--- src/rtl/nmea_frame_parser.sv ---
// NMEA frame parser: streams data-field characters, checks the XOR checksum, reports per-frame status.
// Optional feature: define NMEA_TIMEOUT_EN to abort a frame after TIMEOUT_CYC idle cycles.
module nmea_frame_parser #(
    parameter int N_TI        = 2,
    parameter int N_SI        = 3,
    parameter int MAX_CHARS   = 82,
    parameter int MAX_FIELDS  = 32,
    parameter int TIMEOUT_CYC = 100000,
    localparam int FW         = $clog2(MAX_FIELDS + 1)
) (
    input  logic              i_clk,
    input  logic              i_rst,
    input  logic [7:0]        i_char,
    input  logic              i_valid,
    output logic [8*N_TI-1:0] o_tid,
    output logic [8*N_SI-1:0] o_sid,
    output logic [7:0]        o_field_char,
    output logic              o_field_valid,
    output logic              o_field_end,
    output logic [FW-1:0]     o_field_idx,
    output logic [FW-1:0]     o_field_cnt,
    output logic              o_done,
    output logic              o_ok,
    output logic [2:0]        o_err
);
    localparam int LW  = $clog2(MAX_CHARS + 2);
    localparam int IDW = $clog2(N_TI + N_SI + 1);
    localparam int TW  = 8 * N_TI;
    localparam int SW  = 8 * N_SI;

    localparam logic [2:0] E_NONE   = 3'd0;
    localparam logic [2:0] E_CKSUM  = 3'd1;
    localparam logic [2:0] E_HEX    = 3'd2;
    localparam logic [2:0] E_LEN    = 3'd3;
    localparam logic [2:0] E_FRAME  = 3'd4;
    localparam logic [2:0] E_FIELDS = 3'd5;

    typedef enum logic [2:0] {
        S_IDLE, S_TI, S_SI, S_DATA, S_CK_HI, S_CK_LO, S_CR, S_LF
    } state_t;

    state_t         r_state;
    logic [LW-1:0]  r_len;
    logic [IDW-1:0] r_idCnt;
    logic [FW-1:0]  r_idx;
    logic [7:0]     r_ck;
    logic [7:0]     r_rxCk;

    logic [LW-1:0]  w_lenNext;
    logic           w_counted;
    logic           w_lenErr;
    logic           w_isHex;
    logic [3:0]     w_nib;

`ifdef NMEA_TIMEOUT_EN
    localparam int TOW = $clog2(TIMEOUT_CYC + 1);
    logic [TOW-1:0] r_idle;
`endif

    always_comb begin
        w_isHex = 1'b0;
        w_nib   = 4'd0;
        if (i_char >= 8'h30 && i_char <= 8'h39) begin
            w_isHex = 1'b1;
            w_nib   = 4'(i_char - 8'h30);
        end else if (i_char >= 8'h41 && i_char <= 8'h46) begin
            w_isHex = 1'b1;
            w_nib   = 4'(i_char - 8'h37);
        end
    end

    // Length covers '$' through the second checksum digit; CR/LF are not counted.
    assign w_counted = (r_state == S_TI) || (r_state == S_SI) || (r_state == S_DATA) ||
                       (r_state == S_CK_HI) || (r_state == S_CK_LO);
    assign w_lenNext = r_len + 1'b1;
    assign w_lenErr  = w_counted && (w_lenNext > LW'(MAX_CHARS));

    always_ff @(posedge i_clk or posedge i_rst) begin
        if (i_rst) begin
            r_state       <= S_IDLE;
            r_len         <= '0;
            r_idCnt       <= '0;
            r_idx         <= '0;
            r_ck          <= '0;
            r_rxCk        <= '0;
            o_tid         <= '0;
            o_sid         <= '0;
            o_field_char  <= '0;
            o_field_valid <= 1'b0;
            o_field_end   <= 1'b0;
            o_field_idx   <= '0;
            o_field_cnt   <= '0;
            o_done        <= 1'b0;
            o_ok          <= 1'b0;
            o_err         <= E_NONE;
`ifdef NMEA_TIMEOUT_EN
            r_idle        <= '0;
`endif
        end else begin
            o_done        <= 1'b0;
            o_ok          <= 1'b0;
            o_field_valid <= 1'b0;
            o_field_end   <= 1'b0;
            if (i_valid) begin
`ifdef NMEA_TIMEOUT_EN
                r_idle <= '0;
`endif
                // A '$' in LF is treated as a bad terminator, not as a resync.
                if (i_char == 8'h24 && r_state != S_LF) begin
                    if (r_state != S_IDLE) begin
                        o_done <= 1'b1;
                        o_err  <= E_FRAME;
                    end else begin
                        o_err  <= E_NONE;
                    end
                    r_state     <= S_TI;
                    r_len       <= LW'(1);
                    r_ck        <= '0;
                    r_idCnt     <= '0;
                    r_idx       <= '0;
                    o_field_idx <= '0;
                end else if (w_lenErr) begin
                    o_done  <= 1'b1;
                    o_err   <= E_LEN;
                    r_state <= S_IDLE;
                end else begin
                    if (w_counted) r_len <= w_lenNext;
                    case (r_state)
                        S_IDLE: begin
                        end
                        S_TI: begin
                            r_ck  <= r_ck ^ i_char;
                            o_tid <= (o_tid << 8) | TW'(i_char);
                            if (r_idCnt == IDW'(N_TI - 1)) begin
                                r_idCnt <= '0;
                                r_state <= S_SI;
                            end else begin
                                r_idCnt <= r_idCnt + 1'b1;
                            end
                        end
                        S_SI: begin
                            r_ck  <= r_ck ^ i_char;
                            o_sid <= (o_sid << 8) | SW'(i_char);
                            if (r_idCnt == IDW'(N_SI - 1)) begin
                                r_idCnt <= '0;
                                r_state <= S_DATA;
                            end else begin
                                r_idCnt <= r_idCnt + 1'b1;
                            end
                        end
                        S_DATA: begin
                            // o_field_idx shows the field being closed, r_idx the one being filled.
                            if (i_char == 8'h2C) begin
                                if (r_idx == FW'(MAX_FIELDS)) begin
                                    o_done  <= 1'b1;
                                    o_err   <= E_FIELDS;
                                    r_state <= S_IDLE;
                                end else begin
                                    r_ck        <= r_ck ^ i_char;
                                    o_field_end <= (r_idx != '0);
                                    o_field_idx <= r_idx;
                                    r_idx       <= r_idx + 1'b1;
                                end
                            end else if (i_char == 8'h2A) begin
                                o_field_end <= (r_idx != '0);
                                o_field_idx <= r_idx;
                                o_field_cnt <= r_idx;
                                r_state     <= S_CK_HI;
                            end else begin
                                r_ck          <= r_ck ^ i_char;
                                o_field_valid <= 1'b1;
                                o_field_char  <= i_char;
                                o_field_idx   <= r_idx;
                            end
                        end
                        S_CK_HI, S_CK_LO: begin
                            if (!w_isHex) begin
                                o_done  <= 1'b1;
                                o_err   <= E_HEX;
                                r_state <= S_IDLE;
                            end else if (r_state == S_CK_HI) begin
                                r_rxCk[7:4] <= w_nib;
                                r_state     <= S_CK_LO;
                            end else begin
                                r_rxCk[3:0] <= w_nib;
                                r_state     <= S_CR;
                            end
                        end
                        S_CR: begin
                            if (i_char == 8'h0D) begin
                                r_state <= S_LF;
                            end else begin
                                o_done  <= 1'b1;
                                o_err   <= E_FRAME;
                                r_state <= S_IDLE;
                            end
                        end
                        S_LF: begin
                            o_done  <= 1'b1;
                            r_state <= S_IDLE;
                            if (i_char != 8'h0A) begin
                                o_err <= E_FRAME;
                            end else begin
                                o_ok  <= (r_rxCk == r_ck);
                                o_err <= (r_rxCk == r_ck) ? E_NONE : E_CKSUM;
                            end
                        end
                        default: r_state <= S_IDLE;
                    endcase
                end
            end
`ifdef NMEA_TIMEOUT_EN
            else if (r_state != S_IDLE) begin
                if (r_idle == TOW'(TIMEOUT_CYC - 1)) begin
                    o_done  <= 1'b1;
                    o_err   <= 3'd6;
                    r_state <= S_IDLE;
                    r_idle  <= '0;
                end else begin
                    r_idle <= r_idle + 1'b1;
                end
            end
`endif
        end
    end
endmodule

--- config.mk ---
export PLATFORM = sky130hd
export DESIGN_NAME = nmea_frame_parser
export DESIGN_NICKNAME = d
export VERILOG_FILES = /design/src/rtl/nmea_frame_parser.sv
export SDC_FILE = /design/constraint.sdc
export NUM_CORES = 1
export LEC_CHECK = 0
export ABC_AREA = 1
export CELL_PAD_IN_SITES_DETAIL_PLACEMENT = 0
export CELL_PAD_IN_SITES_GLOBAL_PLACEMENT = 1
export CORE_MARGIN = 2
export CORE_UTILIZATION = 40
export CTS_CLUSTER_DIAMETER = 60
export DETAILED_ROUTE_END_ITERATION = 10
export MAX_ROUTING_LAYER = met4
export PLACE_DENSITY = 0.88
export SLEW_MARGIN = 40
export SYNTH_ARGS = -nofsm -noshare
export SYNTH_HDL_FRONTEND = slang
export SYNTH_SLANG_ARGS = --single-unit
--- constraint.sdc ---
create_clock -name i_clk -period 4.15 [get_ports i_clk]
set_clock_uncertainty 0.05 [all_clocks]
set_input_delay 0.6225 -clock i_clk [delete_from_list [all_inputs] [get_ports i_clk]]
set_output_delay 0.6225 -clock i_clk [all_outputs]
set_load 0.05 [all_outputs]
## Yosys cells after proc, flatten, opt, wreduce, memory -nomap -nowiden

Index checks and enable logic that the tools add are counted.

| storage, ports and cells | value |
|---|---|
| register bits after elaboration | 102 |
| input port bits | 11 |
| logic and storage cells | 173 |
| output and inout port bits | 67 |

| operators by class | value |
|---|---|
| eq/ne operators | 30 |
| bitwise operators | 8 |
| multiplexer cells | 76 |
| reduce and logical (&&, ||, !) cells | 32 |
| magnitude comparators | 5 |
| $add $sub $neg | 5 |

Operators with widths:

| operator | number |
|---|---|
| $mux 3 | 21 |
| $mux 6 | 10 |
| $mux 8 | 5 |
| $reduce_and 6->1 | 6 |
| $mux 1 | 29 |
| $eq 8x6->1 const B | 3 |
| $or 24x8->24 | 1 |
| $mux 7 | 3 |
| $pmux 3 s6 | 1 |
| $ne 4x2->1 const B | 4 |
| $ne 4x4->1 const B | 4 |
| $or 16x8->16 | 1 |
| $pmux 8 s2 | 1 |
| $eq 3x3->1 const B | 4 |
| $pmux 3 s4 | 1 |
| $reduce_and 4->1 | 3 |
| $reduce_bool 6->1 | 2 |
| $reduce_and 5->1 | 2 |
| $eq 3x2->1 const B | 3 |
| $reduce_bool 3->1 | 3 |
| $eq 8x4->1 const B | 1 |
| $eq 8x8->1 | 1 |
| $ge 8x6->1 const B | 1 |
| $ge 8x7->1 const B | 1 |
| 28 further kinds | 45 |

## Longest topological paths before layout

| logic depth | value |
|---|---|
| depth after elaboration | 9 |
| mapped depth | 15 |
| depth with buffers taken out | 14 |

## Worst setup path before layout

No wires, ideal clock.

| timing | value |
|---|---|
| path type | in2reg |
| start | in i_char[0] |
| end | reg r_state[0] |
| path buffers | 1 |
| library setup time | 0.117 ns |
| required time | 3.983 ns |
| cell stages on the path | 14 |
| data arrival time | 2.051 ns |
| path slack | 1.932 ns |
| path through | inv_1 -> ha_1 -> inv_1 -> nor2_1 -> nand3_1 -> buf_2 -> nand2_1 -> nand2_1 -> inv_1 -> nand2_1 -> a21oi_1 -> nand2_1 -> nand2_1 -> nand2_1 |

| between the ends | value |
|---|---|
| longest elaborated chain between the ends | 8 |
| elaborated cells between the ends (all ways) | 25 |
| classes of those cells | order compare (4); eq/ne (8); mux (8); reduce/logical (5) |

Ends and longest elaborated chain:

| element | line | text |
|---|---|---|
| start, declared | 13 | `input logic [7:0] i_char,` |
| $ge 8x7->1 / $le 8x7->1 (equally long branches) | 66 | `end else if (i_char >= 8'h41 && i_char <= 8'h46) begin` |
| $logic_and 1x1->1 | 66 |  |
| $mux 1 | 66 |  |
| $mux 1 | 63 | `if (i_char >= 8'h30 && i_char <= 8'h39) begin` |
| $mux 3 | 177 | `if (!w_isHex) begin` |
| $pmux 3 s6 | 128 | `case (r_state)` |
| $mux 3 | 122 | `end else if (w_lenErr) begin` |
| $mux 3 | 109 | `if (i_char == 8'h24 && r_state != S_LF) begin` |
| end signal, assigned | 125 | `r_state <= S_IDLE;` |
| end signal, assigned | 180 | `r_state <= S_IDLE;` |
| end signal, assigned | 183 | `r_state <= S_CK_LO;` |
| end, declared | 42 | `state_t r_state;` |

Several ways; a longest one is shown, not always the timed one.
A chain may end at the register's enable or synchronous reset.

## Worst setup path after layout

| timing | value |
|---|---|
| start | in i_char[0] |
| end | reg o_tid[9] |

| between the ends | value |
|---|---|
| longest elaborated chain between the ends | 4 |

Ends and longest elaborated chain:

| element | line | text |
|---|---|---|
| $eq 8x6->1 | 109 |  |
| $logic_and 1x1->1 | 109 |  |
| $not 1->1 (no source line) | n/a |  |
| $reduce_and 4->1 (no source line) | n/a |  |
| end signal, assigned | 133 | `o_tid <= (o_tid << 8) \| TW'(i_char);` |
| end, declared | 15 | `output logic [8*N_TI-1:0] o_tid,` |

No other way between the ends.

==> Flow_metrics.wiki <==
{| class="wikitable"
! Metric !! Value
|-
| Result of the run || completed
|-
| Port Buffers || 77
|-
| DIE WIDTH || 117.5 µm
|-
| Clock sink count || 102
|-
| Post-route insts no fill || 898
|-
| End point of the worst hold path || o_sid[23]
|-
| Largest net degree at the start of global routing || 70
|-
| VDD IR max || 0.3271 mV
|-
| Overall power of the completed layout || 4809 µW
|-
| Routed vias || 4368
|-
| Post-route cell area || 6370 µm²
|-
| Antenna diode count || 0
|-
| Cell Int Power || 2570 µW
|-
| CTS buffer count || 9
|-
| Wire length of the first global-routing pass || 20750 µm
|-
| DR vias/cell || 4.864
|-
| Final critical delay including setup and external delays || 2883 ps
|-
| Worst Setup Start Kind || input pin
|-
| Mapped Nets || 667
|-
| Count of flip-flops with a built-in enable after synthesis || 0
|-
| Relative slew margins || 58.63%
|-
| Uppermost metal layer occupied by signal nets || met4
|-
| Grt ovf || 0
|-
| Cell count after synthesis || 648
|-
| Switching part of the total power || 46.57%
|-
| CTS tree || yes
|-
| Initial Util || 40.83%
|-
| Most instantiated flip-flop cell in the synthesis netlist || sky130_fd_sc_hd__dfrtp_1
|-
| Count of instances resized after the clock tree is built || 0
|-
| Part of the power in combinational logic || 48.1%
|-
| Warnings from Yosys || 0
|-
| Terminus of the critical flop-to-flop path || o_tid[9]
|-
| R2r worst-path depth || 10
|-
| Most used cells in the layout excluding fill and tap cells || 236 x sky130_fd_sc_hd__nand2_1, 102 x sky130_fd_sc_hd__dfrtp_1, 77 x sky130_fd_sc_hd__clkdlybuf4s50_1
|-
| Mean cell area of the mapped netlist || 7.951 µm²
|-
| Power Dens Cells || 754.9 nW/µm²
|-
| Cell area after placement || 6062 µm²
|-
| Number of cells on the worst hold path || 2
|-
| Sequential standard cell area || 2552 µm²
|-
| Number of max-cap violations || 0
|-
| Actual slew at the worst max-slew pin || 620.5 ps
|-
| Worst EP arrival || 3090 ps
|-
| Met1 wire length || 5843 µm
|-
| Routed wire length || 12210 µm
|-
| H-tree levels || 3
|-
| Start of the worst register-to-register path || r_len[0]
|-
| Data required time at the worst endpoint || 4360 ps
|-
| Routed len/inst || 13.59 µm
|-
| Area growth from synthesis to final layout || 23.63%
|-
| Period Utilization, post-route || 69.46%
|-
| Core Area || 12620 µm²
|-
| Class of the most critical setup path || input pin to flip-flop
|-
| Root Driver || sky130_fd_sc_hd__clkbuf_16
|-
| Via count of the first global-routing pass || 4132
|-
| Total met3 wirelength after detailed routing || 587 µm
|-
| Final routed DRC violation total || 0
|-
| Net count of the finished layout || 740
|-
| Worst hold margin || 434.4 ps
|-
| Initial antenna violation count || 0
|-
| Clock power share || 18.1%
|-
| Origin of the worst min-delay path || o_sid[23]
|-
| F_max || 0.3469 GHz
|-
| Class of the tightest hold or removal check || flip-flop to flip-flop
|-
| Synth cell types || 37
|-
| Total iterations of the first detailed-routing run || 4
|-
| Post-DP HPWL || 9078 µm
|-
| Total number of placement rows || 41
|-
| Number of DRC violations after detailed-routing iteration 0 || 327
|-
| Worst setup EP type || flip-flop
|-
| Later-pin clock latency in the skew report || 350 ps
|-
| Reported leakage power || 0.003094 µW
|-
| Minimum setup slack among reg-to-reg paths || 1760 ps
|-
| Post-Place Cells || 882
|-
| Worst Path Max Fanout || 32
|-
| Flip-flop and latch count after synthesis || 102
|-
| Layout filler cell count || 1245
|-
| Register share of total power || 33.7%
|-
| Cts hold-fix bufs || 0
|-
| Clock transition at path regs || 70 ps
|-
| Post-synthesis instance area || 5152 µm²
|-
| Sequential fraction of the synthesis area || 49.54%
|-
| Final-layout setup total negative slack || 0 ps
|-
| Post CTS Setup Buffer Count || 0
|-
| Switching pwr || 2239 µW
|-
| Count of nets left with antenna violations after detail routing || 0
|-
| Weighted congestion at the end of routability-driven global placement || 0.9099
|-
| Number of buffers on the longest clock path || 2
|-
| Top Ports || 78
|-
| Routed length on met2 || 5656 µm
|-
| Proportion of register bits with asynchronous set or reset after synthesis || 100.0%
|-
| Leading cell type in the layout, fill and taps excluded || sky130_fd_sc_hd__nand2_1
|-
| GRT Resource Usage Total || 19.10%
|-
| RSZ-0062 raised after global routing || false
|-
| Total Die Area || 13810 µm²
|-
| Share of cells above drive strength 1 || 7.163%
|-
| Count of endpoints failing hold in the final timing report || 0
|-
| Area of the multi-input gates || 2237 µm²
|-
| Final Setup Violations || 0
|-
| Vertical die dimension || 117.5 µm
|-
| Max Slew Vio Count || 0
|}
[per-layer routing]
metal / global-route usage (%) / up-vias
li1: - / 2187
met1: 24.40 / 2053
met2: 30.67 / 118
met3: 4.700 / 10
met4: 4.970 / 0
met5: - / -
[critical path: stages]
cell                              delay (ps)
sky130_fd_sc_hd__clkdlybuf4s50_1         610
sky130_fd_sc_hd__inv_1                   180
sky130_fd_sc_hd__ha_1                    270
sky130_fd_sc_hd__inv_1                    70
sky130_fd_sc_hd__nor2_1                   50
sky130_fd_sc_hd__nand3_1                 140
sky130_fd_sc_hd__inv_2                   110
sky130_fd_sc_hd__a21oi_4                 200
sky130_fd_sc_hd__nand3_2                 450
sky130_fd_sc_hd__o21ai_0                 360
[sequential cells by signal (all words and copies together) (netlist names)]
name           cells
r_rxCk             8
o_done             1
o_field_valid      1
r_idCnt            3
o_tid             16
o_ok               1
r_state            3
r_idx              6
o_err              3
r_ck               8
o_field_idx        6
r_len              7
o_field_char       8
o_sid             24
o_field_end        1
o_field_cnt        6
[worst max path at each step]
stage | from | to
after floorplan | i_rst | o_done
after global placement | i_char[0] | o_field_char[1]
after detailed placement | i_char[0] | o_tid[9]
after CTS | i_char[0] | o_tid[9]
after global routing | i_char[0] | o_tid[9]
final | i_char[0] | o_tid[9]
[stage by stage]
stage | worst slack (ps) | utilization [%]
after floorplan | 802.0 | -
after global placement | 959.4 | 48.02
after detailed placement | 888.9 | 48.04
after CTS | 1228 | 50.48
after global routing | 1009 | 50.48
final | 1267 | 50.48
[power by group through the flow]
stage | clock, µW | combinational [µW] | sequential, µW
final | 872 | 2320 | 1620
after global routing | 942 | 2510 | 1670
after CTS | 901 | 2330 | 1620
after detailed placement | 0 | 2320 | 1640
after global placement | 0 | 2280 | 1630
after floorplan | 0 | 881 | 2360
[area by class of cell]
class	count	area share (%)
flip-flops and latches	102	40.07
multi-input cells	462	35.12
repair buffers	83	12.81
inverters	63	3.791
clock buffers	10	3.595
well taps	172	3.379
clock inverters	6	1.237
[cells by family (layout without fill, tap and decap cells)]
family | after synthesis | after routing | share of synthesized area, %
AND/OR/NAND/NOR | 332 | 332 | 26.66
buffers and inverters | 84 | 162 | 7.042
AO/OA/AOI/OAI | 101 | 101 | 11.24
XOR/XNOR | 21 | 21 | 3.570
flip-flops | 102 | 102 | 49.54
adder cells (fa/ha/maj) | 8 | 8 | 1.943
[cells in the mapped netlist (3+ instances only)]
master                    instances  area [µm²]
sky130_fd_sc_hd__nor2_1          42       157.7
sky130_fd_sc_hd__xor2_1          13       113.9
sky130_fd_sc_hd__xnor2_1          8       70.07
sky130_fd_sc_hd__o21ai_1          7       35.03
sky130_fd_sc_hd__nand4_1          4       25.02
sky130_fd_sc_hd__o21ai_2          8       70.07
sky130_fd_sc_hd__nand2_2          6       37.54
sky130_fd_sc_hd__inv_2            4       15.01
sky130_fd_sc_hd__inv_1           58       217.7
sky130_fd_sc_hd__a21oi_1          8       40.04
sky130_fd_sc_hd__nand3_1         29       145.1
sky130_fd_sc_hd__buf_2           14       70.07
sky130_fd_sc_hd__ha_1             8       100.1
sky130_fd_sc_hd__dfrtp_1        102        2552
sky130_fd_sc_hd__nand3_2          3       30.03
sky130_fd_sc_hd__nor3_1           3       15.01
sky130_fd_sc_hd__buf_6            3       33.78
sky130_fd_sc_hd__o21ai_0         67       335.3
sky130_fd_sc_hd__nand2_1        236       885.9
Power figures use the tool's default switching activity.
